File: src/rtl/dbchecker_pkg.sv
// Shared types and AXI/DBTE constants for the DBTE fetch arbiter.
package dbchecker_pkg;

  typedef enum logic [1:0] {
    IDLE = 2'd0,
    AR   = 2'd1,
    R    = 2'd2,
    RSP  = 2'd3
  } fetch_state_t;

  localparam int unsigned DBTE_BYTES     = 16;
  localparam logic [2:0]  DBTE_SIZE      = 3'd4;
  localparam logic [1:0]  AXI_BURST_INCR = 2'b01;
  localparam logic [1:0]  AXI_RESP_OKAY  = 2'b00;

endpackage

File: src/rtl/rr_arb2.sv
// Two-way round-robin grant: a lone request wins, a tie goes to the requester
// that was not granted last.
module rr_arb2 (
  input  logic [1:0] req,
  input  logic       last_grant,
  output logic [1:0] gnt
);

  always_comb begin
    gnt = req;
    if (req == 2'b11) gnt = last_grant ? 2'b01 : 2'b10;
  end

endmodule

File: src/rtl/dbte_fetch_arbiter.sv
// Shares the DBTE AXI read master between the read and write bound checkers.
// Optional per-requester entry cache: define DBTE_FETCH_CACHE_EN.
module dbte_fetch_arbiter
  import dbchecker_pkg::*;
#(
  parameter int unsigned ADDR_W = 48,
  parameter int unsigned IDX_W  = 12,
  parameter int unsigned DATA_W = 128
) (
  input  logic                clock,
  input  logic                reset,
  input  logic [ADDR_W-1:0]   tbl_base,
  input  logic                tbl_en,
  input  logic                inv,
  input  logic [1:0]          req_valid,
  output logic [1:0]          req_ready,
  input  logic [2*IDX_W-1:0]  req_idx,
  output logic [1:0]          rsp_valid,
  input  logic [1:0]          rsp_ready,
  output logic [DATA_W-1:0]   rsp_data,
  output logic                rsp_err,
  output logic [ADDR_W-1:0]   m_axi_dbte_araddr,
  output logic [7:0]          m_axi_dbte_arlen,
  output logic [2:0]          m_axi_dbte_arsize,
  output logic [1:0]          m_axi_dbte_arburst,
  output logic                m_axi_dbte_arvalid,
  input  logic                m_axi_dbte_arready,
  input  logic [DATA_W-1:0]   m_axi_dbte_rdata,
  input  logic [1:0]          m_axi_dbte_rresp,
  input  logic                m_axi_dbte_rlast,
  input  logic                m_axi_dbte_rvalid,
  output logic                m_axi_dbte_rready
);

  localparam int unsigned OFS_W = $clog2(DBTE_BYTES);

  fetch_state_t      state, state_nx;
  logic [1:0]        gnt;
  logic              g_q, last_grant;
  logic [IDX_W-1:0]  idx_sel;
  logic [ADDR_W-1:0] addr_q;
  logic [DATA_W-1:0] data_q, hit_data;
  logic              err_q, first_q;
  logic              hs, hit, beat, beat_err, done;

  rr_arb2 u_arb (
    .req        (req_valid),
    .last_grant (last_grant),
    .gnt        (gnt)
  );

  assign req_ready = (state == IDLE) ? gnt : 2'b00;
  assign hs        = |(req_valid & req_ready);
  assign idx_sel   = gnt[1] ? req_idx[IDX_W +: IDX_W] : req_idx[0 +: IDX_W];
  assign beat      = (state == R) && m_axi_dbte_rvalid;
  // A beat without rlast means the slave returned more than the single beat asked for.
  assign beat_err  = (m_axi_dbte_rresp != AXI_RESP_OKAY) || !m_axi_dbte_rlast;
  assign done      = beat && m_axi_dbte_rlast;

`ifdef DBTE_FETCH_CACHE_EN
  logic [1:0]        c_valid;
  logic [IDX_W-1:0]  c_tag  [2];
  logic [DATA_W-1:0] c_data [2];
  logic [IDX_W-1:0]  idx_q;
  logic              fill;

  assign hit      = c_valid[gnt[1]] && (c_tag[gnt[1]] == idx_sel) && tbl_en;
  assign hit_data = c_data[gnt[1]];
  assign fill     = done && !err_q && !beat_err;

  // One entry per requester; an invalidate overrides a fill in the same cycle.
  always_ff @(posedge clock or posedge reset) begin
    if (reset) begin
      c_valid   <= 2'b00;
      idx_q     <= '0;
      c_tag[0]  <= '0;
      c_tag[1]  <= '0;
      c_data[0] <= '0;
      c_data[1] <= '0;
    end else begin
      if (hs) idx_q <= idx_sel;
      if (fill) begin
        c_valid[g_q] <= 1'b1;
        c_tag[g_q]   <= idx_q;
        c_data[g_q]  <= m_axi_dbte_rdata;
      end
      if (inv) c_valid <= 2'b00;
    end
  end
`else
  logic unused_inv;
  assign unused_inv = inv;
  assign hit        = 1'b0;
  assign hit_data   = '0;
`endif

  always_ff @(posedge clock or posedge reset) begin
    if (reset) state <= IDLE;
    else       state <= state_nx;
  end

  always_comb begin
    state_nx = state;
    unique case (state)
      IDLE:    if (hs) state_nx = (!tbl_en || hit) ? RSP : AR;
      AR:      if (m_axi_dbte_arready) state_nx = R;
      R:       if (done) state_nx = RSP;
      RSP:     if (rsp_ready[g_q]) state_nx = IDLE;
      default: state_nx = IDLE;
    endcase
  end

  // Transaction context: granted requester, address, and the response payload.
  always_ff @(posedge clock or posedge reset) begin
    if (reset) begin
      g_q        <= 1'b0;
      last_grant <= 1'b1;
      addr_q     <= '0;
      data_q     <= '0;
      err_q      <= 1'b0;
      first_q    <= 1'b0;
    end else begin
      if (hs) begin
        g_q     <= gnt[1];
        addr_q  <= tbl_base + (ADDR_W'(idx_sel) << OFS_W);
        first_q <= 1'b1;
        err_q   <= !tbl_en;
        if (!tbl_en)  data_q <= '0;
        else if (hit) data_q <= hit_data;
      end
      if (beat) begin
        first_q <= 1'b0;
        err_q   <= err_q | beat_err;
        if (first_q) data_q <= beat_err ? '0 : m_axi_dbte_rdata;
      end
      if (state == RSP && rsp_ready[g_q]) last_grant <= g_q;
    end
  end

  assign m_axi_dbte_arvalid = (state == AR);
  assign m_axi_dbte_araddr  = addr_q;
  assign m_axi_dbte_arlen   = 8'd0;
  assign m_axi_dbte_arsize  = m_axi_dbte_arvalid ? DBTE_SIZE : 3'd0;
  assign m_axi_dbte_arburst = m_axi_dbte_arvalid ? AXI_BURST_INCR : 2'b00;
  assign m_axi_dbte_rready  = (state == R);
  assign rsp_valid          = (state == RSP) ? (g_q ? 2'b10 : 2'b01) : 2'b00;
  assign rsp_data           = (state == RSP) ? data_q : '0;
  assign rsp_err            = (state == RSP) && err_q;

endmodule

File: config.mk
export PLATFORM = sky130hd
export DESIGN_NAME = dbte_fetch_arbiter
export DESIGN_NICKNAME = d
export VERILOG_FILES = /design/src/rtl/dbchecker_pkg.sv /design/src/rtl/rr_arb2.sv /design/src/rtl/dbte_fetch_arbiter.sv
export SDC_FILE = /design/constraint.sdc
export NUM_CORES = 1
export LEC_CHECK = 0
export CAP_MARGIN = 20
export CORE_AREA = 2 2 157 159
export CTS_CLUSTER_DIAMETER = 100
export DETAILED_ROUTE_END_ITERATION = 10
export DIE_AREA = 0 0 159 161
export PLACE_DENSITY = 0.73
export REMOVE_ABC_BUFFERS = 1
export SETUP_SLACK_MARGIN = 0.02
export SLEW_MARGIN = 20
export SYNTH_ARGS = -nofsm -noshare
export SYNTH_HDL_FRONTEND = slang
export SYNTH_HIERARCHICAL = 1
export SYNTH_SLANG_ARGS = --single-unit
File: constraint.sdc
create_clock -name clock -period 9.95 [get_ports clock]
set_input_delay 1.99 -clock clock [delete_from_list [all_inputs] [get_ports clock]]
set_output_delay 1.99 -clock clock [all_outputs]
set_load 0.02 [all_outputs]
==> results_dict.tcl <==
set metrics [dict create \
    routed_length_on_met1_microns 11570 \
    clk_transition_reported_paths_ns 0.08 \
    worst-endpoint-required_ns 7.96 \
    drt.antenna.violating_nets 0 \
    worst_setup_path_start_kind "input pin" \
    synth_enable_flop_cells 0 \
    fillCellCount 2185 \
    ctsHtreeMaxLevel 4 \
    setup_violations 0 \
    rsz0062_at_grt "no" \
    worst-slew-pin-transition_ns 0.8665 \
    slack_of_the_worst_reg_to_reg_path_ns 6.19 \
    detailroute.wirelength.met2_microns 13850 \
    tritoncts.num_buffers 17 \
    global_route.usage.total 0.2202 \
    worstSetupStartpoint "req_valid[1]" \
    regToRegEndpoint "data_q[52]" \
    clock-skew-final_ns 0.01635 \
    ioPinCount 409 \
    rr_worst_depth 10 \
    final_core_utilization 0.5710 \
    number_of_global_route_vias_before_repair 7731 \
    share_comb_of_total_power 0.396 \
    power_switching_share 0.3671 \
    worstPathMaxFanout 14 \
    tritoncts "yes" \
    async_flop_share 1.000 \
    dieArea_sq_um 25600 \
    io_buffers 396 \
    internal_power_w 0.001805 \
    avgSynthCellArea_sq_um 10.50 \
    drt-vias-per-instance 5.036 \
    grt_antenna_before_repair 1 \
    gr-total-overflow 0 \
    finalWeightedCongestion 0.8880 \
    regToRegStartpoint "state[0]" \
    vias 7801 \
    cts-root-to-sink-buffers 2 \
    met3_wirelength_microns 2610 \
    cts_root_buffer "sky130_fd_sc_hd__clkbuf_16" \
    timing.max_cap.violations 0 \
    post_drt_wl_per_cell_microns 18.42 \
    worst_hold_slack_ns 0.4724 \
    wirelength_microns 28530 \
    design.core.area_sq_um 23960 \
    worstSkewPairLatency_ns 0.43 \
    hold-path-endpoint "m_axi_dbte_araddr[4]" \
    period_minus_slack_ns 5.755 \
    detailedRoute.firstIterationViolations 480 \
    holdCritStartpoint "m_axi_dbte_araddr[4]" \
    cts_setup_buffers 0 \
    area_growth_syn_to_layout_pct 53.38 \
    switching_pwr_w 0.001047 \
    total_leakage_power_nw 5.916 \
    cts_hold_buffers 0 \
    number_of_gates_given_a_new_drive_strength_after_cts 0 \
    first_pass_iters 4 \
    final_min_period_over_clock_period 0.5784 \
    dpl.hpwl_microns 20480 \
    postSynthRegisterBits 182 \
    final_max_slew_viol_count 0 \
    start_util 0.3723 \
    power_density_of_the_placed_cells_nw_per_um2 208.5 \
    die_h_microns 161 \
    syn_inst 850 \
    antenna_cells_inserted 0 \
    hold_viol 0 \
    synth_warnings 6 \
    synthesis.area_sq_um 8921 \
    fin_nets 1443 \
    run_status "finished, final reports clean" \
    cts.sink_count 182 \
    clock_power_share 0.235 \
    hold_path_depth 2 \
    grt_first_pass_wirelength_microns 44490 \
    power.ir.vdd_worst_v 0.0001364 \
    pwr-share-seq 0.368 \
    drc 0 \
    worstSetupPathType "in -> out" \
    grt_start_max_net_pins 135 \
    finalSetupTns_ns 0 \
    die_x_microns 159 \
    max_slew_margin 0.4202 \
    synth_sequential_area_ratio 0.5107 \
    critical_path_arrival_ns 3.76 \
    setup.worst_path.end_class "output port" \
    power.total_w 0.002853 \
    drive_above_1_share 0.05143 \
    synth_cell_types 48 \
    topRoutingLayerUsed "met5" \
    ys.flop_type "sky130_fd_sc_hd__dfrtp_1" \
    timing.hold.worst.class "reg -> reg" \
    placementRows 57 \
    timing.fmax_mhz 173.8 \
]
-- worst max-delay path, cell delays in order --
cell and delay (ns):
sky130_fd_sc_hd__clkdlybuf4s50_1 0.54, sky130_fd_sc_hd__a21boi_1 0.17, sky130_fd_sc_hd__buf_4 0.23, sky130_fd_sc_hd__and2_1 0.21
sky130_fd_sc_hd__clkdlybuf4s50_1 0.62
-- cell usage in the layout, fill, tap and decap left out, types with 12 or more instances in the layout --
cell	count
sky130_fd_sc_hd__dfrtp_1	181
sky130_fd_sc_hd__xor2_1	19
sky130_fd_sc_hd__o21ai_0	32
sky130_fd_sc_hd__nand2_1	74
sky130_fd_sc_hd__a22o_1	129
sky130_fd_sc_hd__xnor2_1	19
sky130_fd_sc_hd__clkdlybuf4s50_1	396
sky130_fd_sc_hd__mux2_2	12
sky130_fd_sc_hd__ha_1	16
sky130_fd_sc_hd__and2_1	134
sky130_fd_sc_hd__clkbuf_16	17
sky130_fd_sc_hd__nor2_1	31
sky130_fd_sc_hd__inv_1	12
sky130_fd_sc_hd__a21oi_1	23
-- flip-flops by register name, summed over array words and instances, names as in the netlist --
name / flops
last_grant: 1
g_q: 1
data_q: 128
first_q: 1
state: 2
err_q: 1
m_axi_dbte_araddr: 48
-- cell usage after synthesis (2+ instances only) --
cell	n	share of area
sky130_fd_sc_hd__dfrtp_1	181	0.51
sky130_fd_sc_hd__and2_1	134	0.094
sky130_fd_sc_hd__a22o_1	129	0.13
sky130_fd_sc_hd__nand2_1	74	0.031
sky130_fd_sc_hd__clkbuf_1	40	0.017
sky130_fd_sc_hd__nor2_1	32	0.013
sky130_fd_sc_hd__o21ai_0	32	0.018
sky130_fd_sc_hd__a21oi_1	23	0.013
sky130_fd_sc_hd__xnor2_1	19	0.019
sky130_fd_sc_hd__xor2_1	19	0.019
sky130_fd_sc_hd__buf_2	17	0.0095
sky130_fd_sc_hd__ha_1	17	0.024
sky130_fd_sc_hd__buf_4	14	0.012
sky130_fd_sc_hd__inv_1	13	0.0055
sky130_fd_sc_hd__mux2_2	12	0.015
sky130_fd_sc_hd__o211ai_1	11	0.0093
sky130_fd_sc_hd__nand3_1	10	0.0056
sky130_fd_sc_hd__o21ai_1	9	0.0050
sky130_fd_sc_hd__nand4_1	8	0.0056
sky130_fd_sc_hd__and3_1	6	0.0042
sky130_fd_sc_hd__nor3_1	5	0.0028
sky130_fd_sc_hd__and4_1	4	0.0039
sky130_fd_sc_hd__or3_1	4	0.0028
sky130_fd_sc_hd__a21o_1	3	0.0025
sky130_fd_sc_hd__a31oi_1	3	0.0021
sky130_fd_sc_hd__o2111ai_1	3	0.0029
sky130_fd_sc_hd__a211oi_1	2	0.0017
sky130_fd_sc_hd__mux2i_1	2	0.0022
sky130_fd_sc_hd__nor2b_1	2	0.0014
sky130_fd_sc_hd__nor3b_2	2	0.0028
sky130_fd_sc_hd__o21a_1	2	0.0017
sky130_fd_sc_hd__o21bai_1	2	0.0017
-- layout make-up --
type,instances,area (sq um),share of cell area
Sequential cell,182,4556,0.3329
Multi-Input combinational cell,593,4045,0.2956
Timing Repair Buffer,405,4035,0.2949
Clock buffer,18,429.2,0.03136
Tap cell,324,405.4,0.02963
Clock inverter,14,156.4,0.01143
Inverter,13,56.30,0.004115
-- cell families after synthesis --
family | count (synthesis) | share of synthesized area
AO/OA/AOI/OAI | 228 | 0.1941
flip-flops | 182 | 0.5107
XOR/XNOR | 38 | 0.03731
other | 1 | 0.0004204
multiplexers | 14 | 0.01739
adder cells (fa/ha/maj) | 18 | 0.02609
buffers and inverters | 85 | 0.04404
AND/OR/NAND/NOR | 284 | 0.1700
-- power by group through the flow --
| stage | clock (W) | combinational, W | sequential, W |
|---|---|---|---|
| final | 0.000672 | 0.00113 | 0.00105 |
| after global routing | 0.000726 | 0.00123 | 0.00108 |
| after CTS | 0.000691 | 0.00114 | 0.00105 |
| after detailed placement | 0 | 0.00114 | 0.00106 |
| after global placement | 0 | 0.00113 | 0.00106 |
| after floorplan | 0 | 0.000489 | 0.00115 |
-- worst max path at each step --
stage | end | slack [ns] | cells past startpoint
floorplan | data_q[0] | 0.13 | 6
global placement | m_axi_dbte_araddr[44] | 4.06 | 13
detailed placement | m_axi_dbte_araddr[44] | 4.02 | 13
CTS | req_ready[1] | 4.18 | 5
global route | req_ready[1] | 4.12 | 5
finish | req_ready[1] | 4.20 | 5
-- metrics by stage --
step | area [sq um] | setup WS (ns) | cells
2_1_floorplan | 8615 | 0.1263 | 788
3_3_place_gp | 13090 | 4.061 | 1517
3_5_place_dp | 13090 | 4.022 | 1517
4_1_cts | 13680 | 4.176 | 1549
5_1_grt | 13680 | 4.119 | 1549
6_report | 13680 | 4.195 | 1549
-- metal layers --
| metal | track usage | vias to the layer above |
|---|---|---|
| met5 | 0 | - |
| met4 | 0.05165 | 2 |
| met3 | 0.08166 | 31 |
| met2 | 0.3668 | 304 |
| met1 | 0.2737 | 3776 |
| li1 | - | 3688 |
(Power assumes the default switching activity.)
